--- config.mk ---
export PLATFORM = sky130hd
export DESIGN_NAME = fp_muldiv_seq_flat
export DESIGN_NICKNAME = d
export VERILOG_FILES = /design/src/rtl/fp_muldiv_seq_if.sv /design/src/rtl/fp_muldiv_seq.sv /design/src/flat_wrapper.sv
export SDC_FILE = /design/constraint.sdc
export NUM_CORES = 1
export LEC_CHECK = 0
export ABC_AREA = 1
export CORE_UTILIZATION = 60
export CTS_BUF_LIST = sky130_fd_sc_hd__clkbuf_8
export CTS_CLUSTER_DIAMETER = 120
export DETAILED_ROUTE_END_ITERATION = 7
export MAX_ROUTING_LAYER = met4
export PLACE_DENSITY = 0.87
export SYNTH_ARGS = -nofsm -noshare
export SYNTH_HDL_FRONTEND = slang
export SYNTH_SLANG_ARGS = --single-unit
--- constraint.sdc ---
create_clock -name clk -period 13.6 [get_ports clk]
set_input_delay 2.04 -clock clk [delete_from_list [all_inputs] [get_ports clk]]
set_output_delay 2.04 -clock clk [all_outputs]
set_load 0.1 [all_outputs]
--- src/rtl/fp_muldiv_seq_if.sv ---
// fp_muldiv_seq_if: operand and result handshake bundle for fp_muldiv_seq.
// master drives operands and out_ready; slave is the arithmetic unit.
interface fp_muldiv_seq_if #(
  parameter int EXP_W = 5,
  parameter int MAN_W = 10
);
  localparam int W = 1 + EXP_W + MAN_W;

  logic         in_valid;
  logic         in_ready;
  logic         op_div;
  logic [W-1:0] x;
  logic [W-1:0] y;
  logic         out_valid;
  logic         out_ready;
  logic [W-1:0] result;
  logic         flag_of;
  logic         flag_uf;
  logic         flag_dz;

  modport master (
    output in_valid, op_div, x, y, out_ready,
    input  in_ready, out_valid, result,
    input  flag_of, flag_uf, flag_dz
  );

  modport slave (
    input  in_valid, op_div, x, y, out_ready,
    output in_ready, out_valid, result,
    output flag_of, flag_uf, flag_dz
  );
endinterface

--- src/rtl/fp_muldiv_seq.sv ---
// fp_muldiv_seq: iterative FP mul (shift-add) / div (restoring), one bit per cycle.
// Define FP_MULDIV_RNE_EN for round-to-nearest-even; default build truncates.
module fp_muldiv_seq #(
  parameter int EXP_W = 5,
  parameter int MAN_W = 10
) (
  input  logic           clk,
  input  logic           reset,
  fp_muldiv_seq_if.slave io
);
  localparam int W  = 1 + EXP_W + MAN_W;
  localparam int M  = MAN_W + 1;
  localparam int EW = EXP_W + 2;
  localparam int CW = $clog2(MAN_W + 4);
  localparam logic signed [EW-1:0] BIAS = EW'(2**(EXP_W-1) - 1);
  localparam logic signed [EW-1:0] EMAX = EW'(2**EXP_W - 1);
  localparam logic signed [EW-1:0] ONE  = EW'(1);
  localparam logic signed [EW-1:0] ZERO = EW'(0);
  localparam logic [CW-1:0] MUL_LAST = CW'(MAN_W);
  localparam logic [CW-1:0] DIV_LAST = CW'(MAN_W + 2);
`ifdef FP_MULDIV_RNE_EN
  localparam logic RNE = 1'b1;
`else
  localparam logic RNE = 1'b0;
`endif

  typedef enum logic [2:0] {
    IDLE, CHECK, ITER, NORM, ROUND, DONE
  } state_e;

  state_e state_q, state_d;

  logic [W-2:0]         x_q, x_d, y_q, y_d;
  logic [W-1:0]         res_q, res_d;
  logic                 div_q, div_d;
  logic                 sign_q, sign_d;
  logic                 spec_q, spec_d;
  logic                 of_q, of_d;
  logic                 uf_q, uf_d;
  logic                 dz_q, dz_d;
  logic [2*M-1:0]       acc_q, acc_d;
  logic [2*M-1:0]       a_q, a_d;
  logic [M-1:0]         b_q, b_d;
  logic [M:0]           r_q, r_d;
  logic [MAN_W-1:0]     man_q, man_d;
  logic                 g_q, g_d;
  logic                 s_q, s_d;
  logic signed [EW-1:0] e_q, e_d;
  logic [CW-1:0]        cnt_q, cnt_d;

  logic [EXP_W-1:0]     ex, ey;
  logic signed [EW-1:0] exs, eys;
  logic [M-1:0]         mx, my;
  logic                 xz, yz;
  logic                 r_ge;
  logic [M:0]           r_sub;
  logic                 rnd_up, carry;
  logic [MAN_W-1:0]     frac_fin;
  logic signed [EW-1:0] e_fin;

  assign ex  = x_q[W-2 -: EXP_W];
  assign ey  = y_q[W-2 -: EXP_W];
  assign exs = {2'b00, ex};
  assign eys = {2'b00, ey};
  assign mx  = {1'b1, x_q[MAN_W-1:0]};
  assign my  = {1'b1, y_q[MAN_W-1:0]};
  assign xz  = (ex == '0);
  assign yz  = (ey == '0);

  assign r_ge  = (r_q >= {1'b0, my});
  assign r_sub = r_ge ? r_q - {1'b0, my} : r_q;

  assign rnd_up = RNE & g_q & (s_q | man_q[0]);
  assign {carry, frac_fin} = {1'b0, man_q} + {{MAN_W{1'b0}}, rnd_up};
  assign e_fin = e_q + (carry ? ONE : ZERO);

  always_comb begin
    state_d = state_q;
    x_d     = x_q;
    y_d     = y_q;
    res_d   = res_q;
    div_d   = div_q;
    sign_d  = sign_q;
    spec_d  = spec_q;
    of_d    = of_q;
    uf_d    = uf_q;
    dz_d    = dz_q;
    acc_d   = acc_q;
    a_d     = a_q;
    b_d     = b_q;
    r_d     = r_q;
    man_d   = man_q;
    g_d     = g_q;
    s_d     = s_q;
    e_d     = e_q;
    cnt_d   = cnt_q;
    unique case (state_q)
      IDLE: begin
        if (io.in_valid) begin
          x_d     = io.x[W-2:0];
          y_d     = io.y[W-2:0];
          div_d   = io.op_div;
          sign_d  = io.x[W-1] ^ io.y[W-1];
          of_d    = 1'b0;
          uf_d    = 1'b0;
          dz_d    = 1'b0;
          state_d = CHECK;
        end
      end
      CHECK: begin
        spec_d = xz | yz;
        e_d    = div_q ? exs - eys + BIAS : exs + eys - BIAS;
        a_d    = {{M{1'b0}}, mx};
        b_d    = my;
        r_d    = {1'b0, mx};
        acc_d  = '0;
        cnt_d  = '0;
        if (xz) begin
          res_d = {sign_q, {(W-1){1'b0}}};
          dz_d  = div_q & yz;
        end else if (yz && div_q) begin
          res_d = {sign_q, {EXP_W{1'b1}}, {MAN_W{1'b0}}};
          dz_d  = 1'b1;
        end else if (yz) begin
          res_d = {sign_q, {(W-1){1'b0}}};
        end
        // specials ride through ROUND untouched, giving them a 2-cycle path
        state_d = (xz | yz) ? ROUND : ITER;
      end
      ITER: begin
        cnt_d = cnt_q + 1'b1;
        if (div_q) begin
          r_d   = r_sub << 1;
          acc_d = {acc_q[2*M-2:0], r_ge};
          if (cnt_q == DIV_LAST) state_d = NORM;
        end else begin
          if (b_q[0]) acc_d = acc_q + a_q;
          a_d = a_q << 1;
          b_d = b_q >> 1;
          if (cnt_q == MUL_LAST) state_d = NORM;
        end
      end
      NORM: begin
        if (div_q) begin
          if (acc_q[M+1]) begin
            man_d = acc_q[M:2];
            g_d   = acc_q[1];
            s_d   = acc_q[0] | (r_q != '0);
          end else begin
            man_d = acc_q[M-1:1];
            g_d   = acc_q[0];
            s_d   = (r_q != '0);
            e_d   = e_q - ONE;
          end
        end else begin
          if (acc_q[2*M-1]) begin
            man_d = acc_q[2*M-2:M];
            g_d   = acc_q[M-1];
            s_d   = |acc_q[M-2:0];
            e_d   = e_q + ONE;
          end else begin
            man_d = acc_q[2*M-3:M-1];
            g_d   = acc_q[M-2];
            s_d   = |acc_q[M-3:0];
          end
        end
        state_d = ROUND;
      end
      ROUND: begin
        if (!spec_q) begin
          if (e_fin >= EMAX) begin
            res_d = {sign_q, {EXP_W{1'b1}}, {MAN_W{1'b0}}};
            of_d  = 1'b1;
          end else if (e_fin[EW-1] || e_fin == ZERO) begin
            res_d = {sign_q, {(W-1){1'b0}}};
            uf_d  = 1'b1;
          end else begin
            res_d = {sign_q, e_fin[EXP_W-1:0], frac_fin};
          end
        end
        state_d = DONE;
      end
      DONE: begin
        if (io.out_ready) state_d = IDLE;
      end
      default: state_d = IDLE;
    endcase
  end

  always_ff @(posedge clk or posedge reset) begin
    if (reset) begin
      state_q <= IDLE;
    end else begin
      state_q <= state_d;
    end
  end

  always_ff @(posedge clk or posedge reset) begin
    if (reset) begin
      x_q    <= '0;
      y_q    <= '0;
      res_q  <= '0;
      div_q  <= 1'b0;
      sign_q <= 1'b0;
      spec_q <= 1'b0;
      of_q   <= 1'b0;
      uf_q   <= 1'b0;
      dz_q   <= 1'b0;
      acc_q  <= '0;
      a_q    <= '0;
      b_q    <= '0;
      r_q    <= '0;
      man_q  <= '0;
      g_q    <= 1'b0;
      s_q    <= 1'b0;
      e_q    <= '0;
      cnt_q  <= '0;
    end else begin
      x_q    <= x_d;
      y_q    <= y_d;
      res_q  <= res_d;
      div_q  <= div_d;
      sign_q <= sign_d;
      spec_q <= spec_d;
      of_q   <= of_d;
      uf_q   <= uf_d;
      dz_q   <= dz_d;
      acc_q  <= acc_d;
      a_q    <= a_d;
      b_q    <= b_d;
      r_q    <= r_d;
      man_q  <= man_d;
      g_q    <= g_d;
      s_q    <= s_d;
      e_q    <= e_d;
      cnt_q  <= cnt_d;
    end
  end

  assign io.in_ready  = (state_q == IDLE);
  assign io.out_valid = (state_q == DONE);
  assign io.result    = res_q;
  assign io.flag_of   = of_q;
  assign io.flag_uf   = uf_q;
  assign io.flag_dz   = dz_q;
endmodule

--- src/flat_wrapper.sv ---
// flat-port wrapper written by rule: the top's interface ports become plain ports
module fp_muldiv_seq_flat 
#(
  parameter int EXP_W = 5,
  parameter int MAN_W = 10
)
  (clk, reset, io_in_valid, io_op_div, io_x, io_y, io_out_ready, io_in_ready, io_out_valid, io_result, io_flag_of, io_flag_uf, io_flag_dz);
  fp_muldiv_seq_if #(.EXP_W(EXP_W), .MAN_W(MAN_W)) io_i ();
  input  logic clk;
  input  logic reset;
  input wire logic [$bits(io_i.in_valid)-1:0] io_in_valid;
  input wire logic [$bits(io_i.op_div)-1:0] io_op_div;
  input wire logic [$bits(io_i.x)-1:0] io_x;
  input wire logic [$bits(io_i.y)-1:0] io_y;
  input wire logic [$bits(io_i.out_ready)-1:0] io_out_ready;
  output wire logic [$bits(io_i.in_ready)-1:0] io_in_ready;
  output wire logic [$bits(io_i.out_valid)-1:0] io_out_valid;
  output wire logic [$bits(io_i.result)-1:0] io_result;
  output wire logic [$bits(io_i.flag_of)-1:0] io_flag_of;
  output wire logic [$bits(io_i.flag_uf)-1:0] io_flag_uf;
  output wire logic [$bits(io_i.flag_dz)-1:0] io_flag_dz;
  assign io_i.in_valid = io_in_valid;
  assign io_i.op_div = io_op_div;
  assign io_i.x = io_x;
  assign io_i.y = io_y;
  assign io_i.out_ready = io_out_ready;
  assign io_in_ready = io_i.in_ready;
  assign io_out_valid = io_i.out_valid;
  assign io_result = io_i.result;
  assign io_flag_of = io_i.flag_of;
  assign io_flag_uf = io_i.flag_uf;
  assign io_flag_dz = io_i.flag_dz;
  fp_muldiv_seq #(.EXP_W(EXP_W), .MAN_W(MAN_W)) u_core (.clk(clk), .reset(reset), .io(io_i));
endmodule
==> results.yml, run 1 <==
outcome:
  status: "finished, final reports clean"
logic_synthesis:
  synth.area.top_cells: "dfrtp_1 38%, nand2_1 15%, ha_1 6.8%"
  ys_ff_latch: 143
  ys_warn_count: 0
  synthArstFlopShare_pct: 100
  avgSynthCellArea_sq_um: 7.13
  ys_seq_area_share_pct: 38.1
  ys.flop_type: "dfrtp_1"
  synth_top_cell_by_area: "dfrtp_1"
  netlist.area_leader.share_pct: 38.1
  synthCells: 1318
  synth_edf_count: 0
  synth_cell_types: 37
  synth.cell_area_sq_um: 9390
  syn_nets: 1411
timing:
  skew_ns: 0.0127
  tightest_slew_ns: 0.999
  setup_viol: 0
  period_share_pct: 34.1
  finalCriticalPeriod_ns: 4.64
  hold_violations: 0
  holdWs_ns: 0.477
  rsz0062_at_grt: "false"
  setup_ws_ns: 8.96
  tns_ns: 0
  fmax_mhz: 216
  slew_headroom_pct: 33.3
  drv_slew: 0
detailed_routing:
  drtIter0Drc: 797
  route.vias.total: 8850
  dr.pass1.iters: 8
  postRouteAntennaNets: 0
  remaining_drc_errors: 0
  wirelength_mm: 23.0
  via_per_inst: 5.62
  wire_per_inst_microns: 14.6
clock_tree:
  cts_hold_buf: 0
  root_buffer: "clkbuf_8"
  clkTransAtPathRegs_ns: 0.08
  clockBufferDepth: 2
  clock_latency_ns: 0.47
  post_cts_buffers: 0
  cts_tree: "done"
  cts_num_sinks: 143
  ctsResizeCount: 0
  cts_max_level: 4
  numCtsBuffers: 17
pwr:
  p_clk_share_pct: 11.7
  power.switching_mw: 1.54
  share_seq_of_total_power_pct: 26.3
  leakagePower_nw: 5.33
  p_int_mw: 1.38
  vdd_drop_max_v: 0.000135
  pwr-share-comb_pct: 62.0
  power_density_nw_per_um2: 280
  swShare_pct: 52.7
worst_setup_path:
  path_buf_inv: 2
  cp_top_family: "buffers and inverters"
  r2r_start: "u_core.div_q$_DFFE_PP0P_"
  cp_data_arrival_time_ns: 2.60
  path_class: "reg2out"
  start_kind: "register"
  worstSetupPathDepth: 4
  cp_data_required_time_ns: 11.56
  crit_top_cell: "nor2_1"
  endpoint_kind: "output port"
  path_cells: "nor2_1 > inv_1 > nor2_1 > clkdlybuf4s50_1"
  cp_max_fo: 4
  crit_start: "u_core.state_q[1]$_DFFE_PP0P_"
  cpMaxStageDelayCell: "clkdlybuf4s50_1"
  rr_worst_depth: 9
  cp-endpoint: "io_in_ready"
  r2r-end: "u_core.acc_q[19]$_DFFE_PP0P_"
  cp_slowest_stage_delay_ns: 1.19
  ff2ff_setup_slack_ns: 10.28
global_route:
  globalRouteMet2Util_pct: 51.0
  overflow: 0
  grtUsageMet1_pct: 40.6
  grt_pass1_vias: 8291
  busiest_layer: "met2"
  grt_max_degree: 80
  antenna_found_initial: 0
  grt_usage_pct: 31.2
  grt_pass1_wl_mm: 39.0
  grt_use_met3_pct: 5.28
floorplan:
  die_area_sq_um: 16200
  rows: 45
  chipHeight_microns: 127
  dieWidth_microns: 127
  coreArea_sq_um: 15300
  initial_core_util_pct: 61.6
  ios: 58
final_layout:
  final_util_pct: 68.3
  final_cell_mix: "385 x nand2_1, 156 x inv_1, 143 x dfrtp_1"
  antenna_cells: 0
  final_common_cell: "nand2_1"
  layout.nets: 1444
  drive_above_1_share_pct: 4.77
  fillerInstances: 1270
  area_growth_pct: 11.0
run:
  maxCapViolations: 0
placed_design:
  post-dp-hpwl_mm: 16.8
  numPortBuffers: 57
  dp_slack_ns: 9.24
  gp_congestion: 0.929
worst_hold_path:
  hp-class: "reg2reg"
## layer usage
metal  wire length [microns]  up-vias
li1                        -     4353
met1                   10200     4110
met2                   10900      348
met3                    1570       39
met4                     365        0
met5                       0        -
## power groups by stage
stage	logic [mW]	registers, mW	clock network, mW
6_report	1.81	0.766	0.341
2_1_floorplan	1.34	0.829	0
3_5_place_dp	1.77	0.765	0
3_3_place_gp	1.72	0.758	0
4_1_cts	1.79	0.758	0.342
5_1_grt	2.04	0.786	0.360
## cell type report
| type | count | area [sq um] | area share, % |
|---|---|---|---|
| clock inverters | 12 | 118 | 1.13 |
| multi-input cells | 963 | 4970 | 47.7 |
| flip-flops and latches | 143 | 3580 | 34.3 |
| clock buffers | 20 | 275 | 2.64 |
| inverters | 166 | 628 | 6.02 |
| repair buffers | 60 | 593 | 5.69 |
| well taps | 211 | 264 | 2.53 |
## worst register-to-register path: cells and delay by family, from the launching register on
kind,cells,cell delay [ns]
buffers and inverters,4,1.59
and+or+nand+nor,4,1.18
DFF,1,0.37
AOI/OAI and AO/OA,1,0.06
## through the flow
step | power [mW] | instances | area, sq um
final | 2.92 | 1575 | 10400
after detailed placement | 2.54 | 1543 | 10000
after global routing | 3.19 | 1575 | 10400
after CTS | 2.89 | 1575 | 10400
after floorplan | 2.17 | 1318 | 9390
after global placement | 2.48 | 1543 | 10000
## registers in the layout, summed over array words and instances (netlist names)
name and count:
u_core.a_q 22, u_core.acc_q 22, u_core.b_q 11, u_core.cnt_q 4, u_core.div_q 1, u_core.e_q 7, u_core.io.flag_dz 1, u_core.io.flag_of 1
u_core.io.flag_uf 1, u_core.io.result 16, u_core.man_q 10, u_core.r_q 12, u_core.sign_q 1, u_core.spec_q 1, u_core.state_q 3, u_core.x_q 15
u_core.y_q 15
## cell usage after synthesis, drive strengths merged (2+ instances only)
cell type	count
nand2	390
inv	166
dfrtp	143
o21ai	106
nand3	104
nor2	98
a21oi	91
ha	51
buf	29
a31oi	17
clkbuf	17
xor2	14
a22oi	12
nand4	12
o211ai	12
nand3b	8
nor3	8
xnor2	8
or2	7
a21o	5
fa	5
o22ai	5
o21bai	4
a21boi	2
## worst min path at each step
stage | slack (ns) | cells past startpoint | start | endpoint
global route | 0.49 | 2 | u_core.io.result[3]$_DFFE_PP0P_ | u_core.io.result[3]$_DFFE_PP0P_
global placement | 0.45 | 2 | u_core.x_q[8]$_DFFE_PP0P_ | u_core.x_q[8]$_DFFE_PP0P_
detailed placement | 0.46 | 2 | u_core.x_q[7]$_DFFE_PP0P_ | u_core.x_q[7]$_DFFE_PP0P_
floorplan | 0.44 | 2 | u_core.x_q[1]$_DFFE_PP0P_ | u_core.x_q[1]$_DFFE_PP0P_
CTS | 0.48 | 2 | u_core.x_q[7]$_DFFE_PP0P_ | u_core.x_q[7]$_DFFE_PP0P_
finish | 0.48 | 2 | u_core.io.result[3]$_DFFE_PP0P_ | u_core.io.result[3]$_DFFE_PP0P_
## cell families (layout without fill, tap and decap cells)
kind of cell	count (synthesis)	in the layout	share of synthesized area, %
AO/OA/AOI/OAI	256	256	14.9
flip-flops	143	143	38.1
adder cells (fa/ha/maj)	56	56	7.86
AND/OR/NAND/NOR	629	629	28.1
buffers and inverters	212	258	9.02
XOR/XNOR	22	22	2.05
(Power assumes the default switching activity.)
==> run 2, diff against run 1 <==
- clock period: 13.6 -> 4.5 ns (I/O delays scaled with it)
==> run 2 against run 1 <==
Via count up 1.2%. First-iteration DRC count down 4.4%. Final cell count about the same. Non-clock buffer count is 1 higher. Sequential cell count is the same. Clock power grew to 3.1 times the previous value. Wire length rose by 0.91%. Global-route usage up 1.1 points. Sequential share of layout area is 0.062 points lower. Register-to-register slack lost 8.6 ns. Critical path type unchanged. Highest routed layer unchanged.
==> results.yml, run 2 (synthesis gave the netlist of run 1 again) <==
outcome:
  status: "finished, final reports clean"
clock_tree:
  cts_num_sinks: 143
  clkTransAtPathRegs_ns: 0.08
  cts_hold_buf: 0
  clockBufferDepth: 2
  cts_tree: "done"
  post_cts_buffers: 0
  ctsResizeCount: 0
  cts_max_level: 4
  root_buffer: "clkbuf_8"
  numCtsBuffers: 17
  clock_latency_ns: 0.46
worst_setup_path:
  path_class: "reg2out"
  rr_worst_depth: 8
  ff2ff_setup_slack_ns: 1.72
  r2r_start: "u_core.div_q$_DFFE_PP0P_"
  cp_data_arrival_time_ns: 2.48
  cp_max_fo: 4
  r2r-end: "u_core.acc_q[14]$_DFFE_PP0P_"
  cp_data_required_time_ns: 3.83
  start_kind: "register"
  endpoint_kind: "output port"
final_layout:
  layout.nets: 1445
  final_cell_mix: "385 x nand2_1, 157 x inv_1, 143 x dfrtp_1"
  drive_above_1_share_pct: 4.62
  area_growth_pct: 11.2
  antenna_cells: 0
  final_common_cell: "nand2_1"
  final_cells: 1574
pwr:
  vdd_drop_max_v: 0.000475
  power_density_nw_per_um2: 852
  leakagePower_nw: 5.33
placed_design:
  dp_slack_ns: 1.80
  post-dp-hpwl_mm: 16.8
  numPortBuffers: 57
  gp_congestion: 1.03
  dp_cells: 1544
detailed_routing:
  remaining_drc_errors: 0
  wire_per_inst_microns: 14.8
  drtIter0Drc: 762
  via_per_inst: 5.69
  postRouteAntennaNets: 0
  dr.pass1.iters: 5
  wirelength_mm: 23.2
  route.vias.total: 8952
timing:
  setup_ws_ns: 1.35
  fmax_mhz: 317
  skew_ns: 0.0104
  period_share_pct: 70.1
  rsz0062_at_grt: "false"
  setup_viol: 0
  drv_slew: 0
  finalCriticalPeriod_ns: 3.15
  slew_headroom_pct: 31.7
  tns_ns: 0
  hold_violations: 0
  tightest_slew_ns: 1.02
run:
  maxCapViolations: 0
floorplan:
  dieWidth_microns: 127
  ios: 58
  die_area_sq_um: 16200
  initial_core_util_pct: 61.6
  rows: 45
  chipHeight_microns: 127
  coreArea_sq_um: 15300
global_route:
  grt_pass1_wl_mm: 40.2
  grt_usage_pct: 32.3
  grt_pass1_vias: 8424
  antenna_found_initial: 0
  overflow: 0
  grt_max_degree: 144
worst_hold_path:
  hp-class: "reg2reg"
  min_from: "u_core.x_q[7]$_DFFE_PP0P_"
  worstHoldPathCells: 2
  worst_hold_path.endpoint: "u_core.x_q[7]$_DFFE_PP0P_"
==> run 2: cell count changes in the layout (fill, tap and decap cells not counted) <==
cell,delta
buf_12,+1
clkinvlp_4,+1
inv_1,+1
clkinv_2,-3
clkbuf_8,-2
clkinv_4,-1
bufinv_16,+1
inv_6,+1
==> run 2: routing by layer <==
layer | global-route usage, % | vias to the layer above | part of all wire [%]
met1 | 42.4 | 4121 | 43
met4 | 13.0 | 0 | 3.2
met5 | - | - | 0
li1 | - | 4370 | -
met2 | 50.2 | 394 | 46
met3 | 5.40 | 67 | 6.8
==> run 2: cell type report <==
| type | instances | area (sq um) |
|---|---|---|
| clock buffer | 18 | 248 |
| multi-input combinational | 963 | 4970 |
| timing repair buffer | 61 | 613 |
| sequential | 143 | 3580 |
| fill | 1257 | 4810 |
| clock inverter | 12 | 145 |
| tap | 211 | 264 |
| inverter | 166 | 627 |
==> run 2: how the worst max path moves through the flow <==
stage	startpoint	end	slack [ns]
floorplan	u_core.state_q[2]$_DFFE_PP0P_	u_core.state_q[0]$_DFFE_PP0P_	1.21
global placement	u_core.state_q[1]$_DFFE_PP0P_	io_in_ready	1.89
detailed placement	u_core.state_q[1]$_DFFE_PP0P_	io_in_ready	1.80
CTS	u_core.state_q[1]$_DFFE_PP0P_	io_in_ready	1.31
global route	u_core.state_q[1]$_DFFE_PP0P_	io_in_ready	1.20
finish	u_core.state_q[1]$_DFFE_PP0P_	io_in_ready	1.35
==> run 2: through the flow <==
step                power [mW]  cell area, sq um  hold slack [ns]  utilization (%)
global placement          7.50             10100            0.457             65.9
floorplan                 6.55              9400            0.442                -
CTS                       8.80             10400            0.478             68.4
global route              9.78             10400            0.514             68.4
finish                    8.90             10400            0.476             68.4
detailed placement        7.69             10100            0.459             65.9
==> run 2: worst max-delay path: stages, from the launching register on <==
cell,delay [ns]
dfrtp_1,0.44
nor2_1,0.17
inv_1,0.08
nor2_1,0.18
clkdlybuf4s50_1,1.17
==> run 2: report_power, final <==
part | internal [mW] | leakage (nW) | total, mW | switching, mW
clock network | 0.552 | 0.204 | 1.05 | 0.496
registers | 1.83 | 1.80 | 2.35 | 0.521
logic | 1.82 | 3.33 | 5.50 | 3.68
